### src/rtl/sample_msg_combiner_pkg.sv
// Shared definitions for the sample/message combiner and its matching splitter:
// length-field width, header-bit position and the FSM state encodings.
package sample_msg_combiner_pkg;

  // Width of the length field carried in a message header, just below the header bit.
  localparam int MSG_LENGTH_WIDTH = 16;

  // Write-side message parser states.
  typedef enum logic [1:0] {
    W_HDR,
    W_BODY,
    W_DISCARD
  } wr_state_t;

  // Read-side output sequencer states.
  typedef enum logic {
    R_IDLE,
    R_MSG
  } rd_state_t;

  // The top bit of a word marks a message header; data words keep it at 0.
  function automatic int hdr_bit_idx(input int width);
    return width - 1;
  endfunction

endpackage

### src/rtl/sample_msg_combiner_buffer_fifo.sv
// Synchronous show-ahead FIFO. A push while full is ignored even when a pop
// happens on the same edge; a pop while empty is ignored. Also reports the
// number of free slots so a writer can reserve room for a whole message.
module buffer_fifo #(
  parameter int WIDTH     = 32,
  parameter int LOG_DEPTH = 4
) (
  input  logic                 clk,
  input  logic                 rst,
  input  logic                 push,
  input  logic [WIDTH-1:0]     wr_data,
  input  logic                 pop,
  output logic [WIDTH-1:0]     rd_data,
  output logic                 full,
  output logic                 empty,
  output logic [LOG_DEPTH:0]   free
);

  localparam int DEPTH = 1 << LOG_DEPTH;

  logic [WIDTH-1:0]     mem [DEPTH];
  logic [LOG_DEPTH-1:0] wr_ptr;
  logic [LOG_DEPTH-1:0] rd_ptr;
  logic [LOG_DEPTH:0]   count;
  logic                 do_push;
  logic                 do_pop;

  assign do_push = push && !full;
  assign do_pop  = pop && !empty;
  assign full    = (count == (LOG_DEPTH+1)'(DEPTH));
  assign empty   = (count == '0);
  assign free    = (LOG_DEPTH+1)'(DEPTH) - count;
  assign rd_data = mem[rd_ptr];

  // Storage write.
  // NOTE: the data array has no reset; pointers and count define validity, and
  // leaving it unreset lets it map onto plain RAM.
  always_ff @(posedge clk) begin
    if (do_push) mem[wr_ptr] <= wr_data;
  end

  // Pointer and occupancy bookkeeping.
  // NOTE: sequential state uses non-blocking assignments so every register
  // samples pre-edge values regardless of statement order.
  always_ff @(posedge clk or posedge rst) begin
    if (rst) begin
      wr_ptr <= '0;
      rd_ptr <= '0;
      count  <= '0;
    end else begin
      if (do_push) wr_ptr <= wr_ptr + LOG_DEPTH'(1);
      if (do_pop)  rd_ptr <= rd_ptr + LOG_DEPTH'(1);
      count <= count + (LOG_DEPTH+1)'(do_push) - (LOG_DEPTH+1)'(do_pop);
    end
  end

endmodule

### src/rtl/sample_msg_combiner.sv
// Merges a sample stream and a message stream into one word stream. Messages
// are buffered until complete, then emitted header-first with no samples in
// between; messages take priority over samples. Any dropped word sets a
// sticky error flag.
module sample_msg_combiner
  import sample_msg_combiner_pkg::*;
#(
  parameter int WIDTH          = 32,
  parameter int SAMPLE_BUF_LOG = 4,
  parameter int MSG_BUF_LOG    = 6
) (
  input  logic             clk,
  input  logic             rst,
  input  logic [WIDTH-1:0] in_samples,
  input  logic             in_samples_nd,
  input  logic [WIDTH-1:0] in_msg,
  input  logic             in_msg_nd,
  output logic [WIDTH-1:0] out_data,
  output logic             out_nd,
  output logic             error
);

  localparam int HDR_BIT = hdr_bit_idx(WIDTH);
  localparam int LW      = MSG_LENGTH_WIDTH;
  localparam int LW1     = MSG_LENGTH_WIDTH + 1;
  localparam int MCW     = MSG_BUF_LOG + 1;

  function automatic logic [LW-1:0] msg_len(input logic [WIDTH-1:0] w);
    return w[HDR_BIT-1 -: LW];
  endfunction

  // Sample FIFO
  logic                  s_push, s_pop, s_full, s_empty;
  logic [WIDTH-1:0]      s_rd_data;
  logic [SAMPLE_BUF_LOG:0] s_free;

  // Message FIFO
  logic                  m_push, m_pop, m_full, m_empty;
  logic [WIDTH-1:0]      m_rd_data;
  logic [MSG_BUF_LOG:0]  m_free;

  // Write-side parser
  wr_state_t             w_state, w_state_next;
  logic [LW-1:0]         rem_w, rem_w_next;
  logic [LW-1:0]         in_len;
  logic                  in_is_hdr;
  logic                  msg_fits;
  logic                  msg_done;
  logic                  err_m;
  logic                  err_s;

  // Complete-message count shared by both sides
  logic [MCW-1:0]        msg_cnt;
  logic                  hdr_pop;

  // Read-side sequencer
  rd_state_t             r_state, r_state_next;
  logic [LW-1:0]         rem_r, rem_r_next;
  logic [LW-1:0]         head_len;
  logic [WIDTH-1:0]      out_data_next;
  logic                  out_nd_next;

  // Sample-side free count and message-side full/empty flags have no consumer here.
  logic                  unused_flags;
  assign unused_flags = ^{s_free, m_full, m_empty};

  buffer_fifo #(.WIDTH(WIDTH), .LOG_DEPTH(SAMPLE_BUF_LOG)) u_sample_fifo (
    .clk     (clk),
    .rst     (rst),
    .push    (s_push),
    .wr_data (in_samples),
    .pop     (s_pop),
    .rd_data (s_rd_data),
    .full    (s_full),
    .empty   (s_empty),
    .free    (s_free)
  );

  buffer_fifo #(.WIDTH(WIDTH), .LOG_DEPTH(MSG_BUF_LOG)) u_msg_fifo (
    .clk     (clk),
    .rst     (rst),
    .push    (m_push),
    .wr_data (in_msg),
    .pop     (m_pop),
    .rd_data (m_rd_data),
    .full    (m_full),
    .empty   (m_empty),
    .free    (m_free)
  );

  // Samples: flagged words and words arriving while full are dropped.
  assign s_push = in_samples_nd && !in_samples[HDR_BIT];
  assign err_s  = in_samples_nd && (in_samples[HDR_BIT] || s_full);

  assign in_len    = msg_len(in_msg);
  assign in_is_hdr = in_msg[HDR_BIT];
  // A header is only admitted when the whole message (header + L words) fits.
  assign msg_fits  = LW1'(m_free) >= ({1'b0, in_len} + LW1'(1));
  assign head_len  = msg_len(m_rd_data);

  // Message parser: admit whole messages, discard oversize ones, flag protocol errors.
  // NOTE: every output of this block gets a default first so no path infers a latch.
  always_comb begin
    w_state_next = w_state;
    rem_w_next   = rem_w;
    m_push       = 1'b0;
    msg_done     = 1'b0;
    err_m        = 1'b0;
    if (in_msg_nd) begin
      case (w_state)
        W_HDR: begin
          if (!in_is_hdr) begin
            err_m = 1'b1;
          end else if (msg_fits) begin
            m_push = 1'b1;
            if (in_len == '0) begin
              msg_done = 1'b1;
            end else begin
              rem_w_next   = in_len;
              w_state_next = W_BODY;
            end
          end else begin
            err_m = 1'b1;
            if (in_len != '0) begin
              rem_w_next   = in_len;
              w_state_next = W_DISCARD;
            end
          end
        end
        W_BODY: begin
          if (in_is_hdr) begin
            err_m = 1'b1;
          end else begin
            m_push     = 1'b1;
            rem_w_next = rem_w - LW'(1);
            if (rem_w == LW'(1)) begin
              msg_done     = 1'b1;
              w_state_next = W_HDR;
            end
          end
        end
        W_DISCARD: begin
          if (in_is_hdr) begin
            err_m = 1'b1;
          end else begin
            rem_w_next = rem_w - LW'(1);
            if (rem_w == LW'(1)) w_state_next = W_HDR;
          end
        end
        default: w_state_next = W_HDR;
      endcase
    end
  end

  // Parser state, complete-message count and sticky error.
  always_ff @(posedge clk or posedge rst) begin
    if (rst) begin
      w_state <= W_HDR;
      rem_w   <= '0;
      msg_cnt <= '0;
      error   <= 1'b0;
    end else begin
      w_state <= w_state_next;
      rem_w   <= rem_w_next;
      msg_cnt <= msg_cnt + MCW'(msg_done) - MCW'(hdr_pop);
      error   <= error | err_s | err_m;
    end
  end

  // Read sequencer state register.
  always_ff @(posedge clk or posedge rst) begin
    if (rst) begin
      r_state <= R_IDLE;
      rem_r   <= '0;
    end else begin
      r_state <= r_state_next;
      rem_r   <= rem_r_next;
    end
  end

  // Read sequencer next state: stay in MSG until the last content word goes out.
  always_comb begin
    r_state_next = r_state;
    case (r_state)
      R_IDLE:  if (msg_cnt != '0 && head_len != '0) r_state_next = R_MSG;
      R_MSG:   if (rem_r == LW'(1)) r_state_next = R_IDLE;
      default: r_state_next = R_IDLE;
    endcase
  end

  // Read sequencer outputs: pick one word per cycle, complete messages first.
  always_comb begin
    m_pop         = 1'b0;
    s_pop         = 1'b0;
    hdr_pop       = 1'b0;
    rem_r_next    = rem_r;
    out_data_next = '0;
    out_nd_next   = 1'b0;
    case (r_state)
      R_IDLE: begin
        if (msg_cnt != '0) begin
          m_pop         = 1'b1;
          hdr_pop       = 1'b1;
          rem_r_next    = head_len;
          out_data_next = m_rd_data;
          out_nd_next   = 1'b1;
        end else if (!s_empty) begin
          s_pop         = 1'b1;
          out_data_next = s_rd_data;
          out_nd_next   = 1'b1;
        end
      end
      R_MSG: begin
        m_pop         = 1'b1;
        rem_r_next    = rem_r - LW'(1);
        out_data_next = m_rd_data;
        out_nd_next   = 1'b1;
      end
      default: ;
    endcase
  end

  // Registered output stage.
  always_ff @(posedge clk or posedge rst) begin
    if (rst) begin
      out_data <= '0;
      out_nd   <= 1'b0;
    end else begin
      out_data <= out_data_next;
      out_nd   <= out_nd_next;
    end
  end

endmodule

### config.mk
export PLATFORM = sky130hd
export DESIGN_NAME = sample_msg_combiner
export DESIGN_NICKNAME = d
export VERILOG_FILES = /design/src/rtl/sample_msg_combiner_pkg.sv /design/src/rtl/sample_msg_combiner_buffer_fifo.sv /design/src/rtl/sample_msg_combiner.sv
export SDC_FILE = /design/constraint.sdc
export NUM_CORES = 2
export LEC_CHECK = 0
export BUFFER_PORTS_ARGS = -buffer_cell sky130_fd_sc_hd__buf_2
export CAP_MARGIN = 25
export CORE_MARGIN = 3
export CORE_UTILIZATION = 50
export DETAILED_ROUTE_END_ITERATION = 10
export PLACE_DENSITY = 0.69
export SLEW_MARGIN = 20
export SYNTH_ARGS = -nofsm -noshare
export SYNTH_HDL_FRONTEND = slang
export SYNTH_SLANG_ARGS = --single-unit
### constraint.sdc
create_clock -name clk -period 11.1 [get_ports clk]
set_input_delay 0 -clock clk [delete_from_list [all_inputs] [get_ports clk]]
set_output_delay 0 -clock clk [all_outputs]
set_load 0.1 [all_outputs]
==> run_results.csv <==
group,metric,value,unit
synthesis,syn_inst,4633,
power_and_ir_drop,p_comb_frac,0.243,
detailed_routing,vias,51260,
global_routing,antenna_found_initial,18,
worst_setup_path,crit_buf_inv,2,
placed_design,dp.cells,7337,
detailed_routing,first_iter_violations,7200,
cells_and_area,final_cells,7911,
worst_setup_path,arrival,6.08,ns
synthesis,yosysWarnings,0,
detailed_routing,drtPass1Iterations,6,
detailed_routing,top_layer_used,"met5",
clocking,ctsResizeCount,0,
floorplan,die_h,461.4,um
sta,slew_violations,0,
clocking,clock-root-buffer,"clkbuf_16",
power_and_ir_drop,total_power,26.97,mW
clocking,h-tree-depth,5,
worst_setup_path,cp.depth,10,
power_and_ir_drop,clockPowerShare,0.328,
detailed_routing,drt-total-wl,264200,um
worst_setup_path,critPathMaxFanout,61,
worst_setup_path,crit_family,"buffers and inverters",
placed_design,placed_area,108200,sq um
detailed_routing,final_antenna_net_count,0,
floorplan,dieWidth,461.4,um
worst_setup_path,slowest_delay,1.01,ns
cells_and_area,area_growth,13.63,%
synthesis,synth_ff_type,"edfxtp_1",
clocking,ctsLongestPathBuffers,4,
clocking,clk_pin_slew,0.06,ns
sta,worst_slack,5.784,ns
power_and_ir_drop,intPower,19.06,mW
floorplan,num_io_pins,102,
worst_setup_path,cp_slowest_cell,"dfrtp_4",
global_routing,first_global_vias,51180,
synthesis,synth.net_count,4754,
sta,fin_setup_tns,0,ns
synthesis,syn_area,103700,sq um
sta,relSlewSlack,0.3259,
status,outcome,"completed",
worst_setup_path,cp_common_cell,"buf_4",
cells_and_area,num-nets-final,5149,
worst_setup_path,path_class,"flip-flop to flip-flop",
global_routing,grt_max_degree,117,
synthesis,yosysUniqueCellTypes,73,
synthesis,async_flop_share,0.04048,
worst_setup_path,worstSetupEndpointType,"flip-flop",
placed_design,gp_congestion,0.8107,
global_routing,grt_pass1_wl,377600,um
worst_setup_path,required,11.87,ns
placed_design,dp_worst_setup_slack,5.736,ns
floorplan,coreArea,205400,sq um
detailed_routing,dr_wl_met3,27990,um
power_and_ir_drop,p_sw,7.918,mW
worst_setup_path,startpoint_type,"flip-flop",
min_path,whs_path_depth,2,
sta,setup_viol_count_final,0,
clocking,cts_sinks,2668,
power_and_ir_drop,ir_worst_vdd,197.9,uV
flow_run,cap_violations,0,
detailed_routing,drc,0,
sta,fin_skew,0.05789,ns
power_and_ir_drop,switching_share,0.2935,
clocking,cts_buffers,281,
power_and_ir_drop,power.density,229.0,nW/um^2
synthesis,synth_edf_count,2560,
worst_setup_path,worstRegToRegCells,10,
synthesis,ys_ff_latch,2668,
clocking,cts_tree,"built",
sta,rsz0062_at_grt,"false",
detailed_routing,m1WireLength,101800,um
power_and_ir_drop,leakagePower,37.41,nW
placed_design,numPortBuffers,101,
cells_and_area,final_cell_mix,"2560 x edfxtp_1, 725 x mux4_2, 289 x clkbuf_16",
power_and_ir_drop,pwr-share-seq,0.429,
clocking,clk_latency,0.93,ns
sta,period_share,0.4789,
sta,fin_crit,5.316,ns
floorplan,rows,166,
placed_design,place_hpwl,141800,um
cells_and_area,drive_above_1_share,0.2847,
sta,hold_viol_final,0,
cells_and_area,final_common_cell,"edfxtp_1",
sta,worst_slew_pin_slew,1.011,ns
detailed_routing,vias_per_cell,6.479,
worst_setup_path,crit_chain,"buf_4, buf_4, mux4_2, mux2_2, o22ai_1, o21ai_0, a221oi_2, nand2_1, nor4_1, a21oi_1",
synthesis,syn_area_per_cell,22.38,sq um
min_path,min_path_type,"primary input to flip-flop",
global_routing,grt_overflow,0,
floorplan,initial_core_util,0.5048,
cells_and_area,fin_area,117800,sq um
floorplan,dieArea,212900,sq um
synthesis,ys_seq_area_frac,0.7675,
detailed_routing,wl_per_cell,33.39,um
sta,fmax,188.1,MHz
global_routing,grtUsageTotal,0.2503,
detailed_routing,wl_met2,126800,um
[per-stage QoR]
stage               hold slack [ns]  utilization
floorplan                   0.09887            -
global placement            0.08120       0.5261
detailed placement          0.08684       0.5269
CTS                        0.003818       0.5728
global route                0.03603       0.5735
finish                      0.06555       0.5736
[Yosys cell counts (23+ instances only)]
cell	number	area share
nand3_1	36	0.0017
edfxtp_1	2560	0.74
mux2i_1	76	0.0073
a22o_1	23	0.0019
nand2_1	119	0.0043
o21ai_0	46	0.0022
nor3_1	35	0.0017
buf_4	24	0.0017
nor2_1	86	0.0031
a21oi_1	84	0.0041
mux4_2	725	0.16
buf_1	40	0.0014
xnor2_1	33	0.0028
ha_1	50	0.0060
a22oi_1	37	0.0027
inv_1	62	0.0022
nor4_1	34	0.0021
dfrtp_1	108	0.026
buf_2	58	0.0028
buf_6	24	0.0026
clkbuf_1	105	0.0038
[power by group through the flow]
stage / clock (mW) / sequential, mW / combinational, mW
2_1_floorplan: 0 / 12.0 / 4.00
3_3_place_gp: 0 / 11.8 / 6.41
3_5_place_dp: 0 / 11.8 / 6.47
4_1_cts: 8.97 / 11.6 / 6.52
5_1_grt: 9.38 / 11.6 / 6.92
6_report: 8.84 / 11.6 / 6.56
[registers in the layout, indices dropped and copies added, names as in the netlist]
signal	flops
w_state	2
error	1
u_msg_fifo.rd_ptr	6
u_sample_fifo.rd_ptr	4
msg_cnt	7
r_state	1
u_sample_fifo.wr_ptr	4
u_msg_fifo.count	7
rem_w	16
out_nd	1
u_msg_fifo.wr_ptr	6
rem_r	16
u_sample_fifo.mem	512
out_data	32
u_sample_fifo.count	5
u_msg_fifo.mem	2048
[area by class of cell]
class,instances,area (sq um)
clock buffer,367,7635
antenna,7,17.52
timing repair buffer,364,2949
multi-input combinational,1648,23120
inverter,65,254.0
sequential,2668,79600
tap,2688,3363
clock inverter,104,882.1
fill,14520,87600
[logic make-up (layout without fill, tap and decap cells)]
family | after synthesis | count (layout) | share of synthesized area
DFF | 2668 | 2668 | 0.7675
muxes | 816 | 816 | 0.1664
and+or+nand+nor | 414 | 414 | 0.01988
AOI/OAI and AO/OA | 321 | 321 | 0.02106
buffers and inverters | 317 | 900 | 0.01479
adders and majority gates | 53 | 53 | 0.006613
xor gates and xnor gates | 44 | 44 | 0.003717
other | 0 | 7 | 0
[worst paths after layout]
path,from,slack (ns),to
min reg2reg,rem_w[14]$_DFFE_PP0P_,0.51,rem_w[14]$_DFFE_PP0P_
min in group asynchronous,rst,0.31,out_data[0]$_DFF_PP0_
max reg2reg,u_msg_fifo.rd_ptr[1]$_DFFE_PP0P_,5.78,r_state$_DFF_PP0_
min,in_samples[17],0.07,u_sample_fifo.mem[1][17]$_DFFE_PP_
max,u_msg_fifo.rd_ptr[1]$_DFFE_PP0P_,5.78,r_state$_DFF_PP0_
max in group asynchronous,rst,9.49,u_msg_fifo.rd_ptr[1]$_DFFE_PP0P_
[worst reg2reg max path, delay by kind of cell, from the launching register on]
family / cells / cell delay [ns]
AOI/OAI and AO/OA: 4 / 1.03
buffers and inverters: 2 / 1.84
DFF: 1 / 1.01
muxes: 2 / 0.89
and+or+nand+nor: 2 / 0.44
[layer usage]
metal / track usage / up-vias
met5: 0 / -
met4: 0.07319 / 4
met3: 0.05526 / 485
met2: 0.3915 / 3008
met1: 0.3579 / 27380
li1: - / 20380
[timing repair]
action | CTS | global route
hold buffers | 90 | 0
setup buffers | 0 | 0
endpoints found under the hold margin | 2544 | 0
Note: power is estimated with default switching activity, not from simulation.
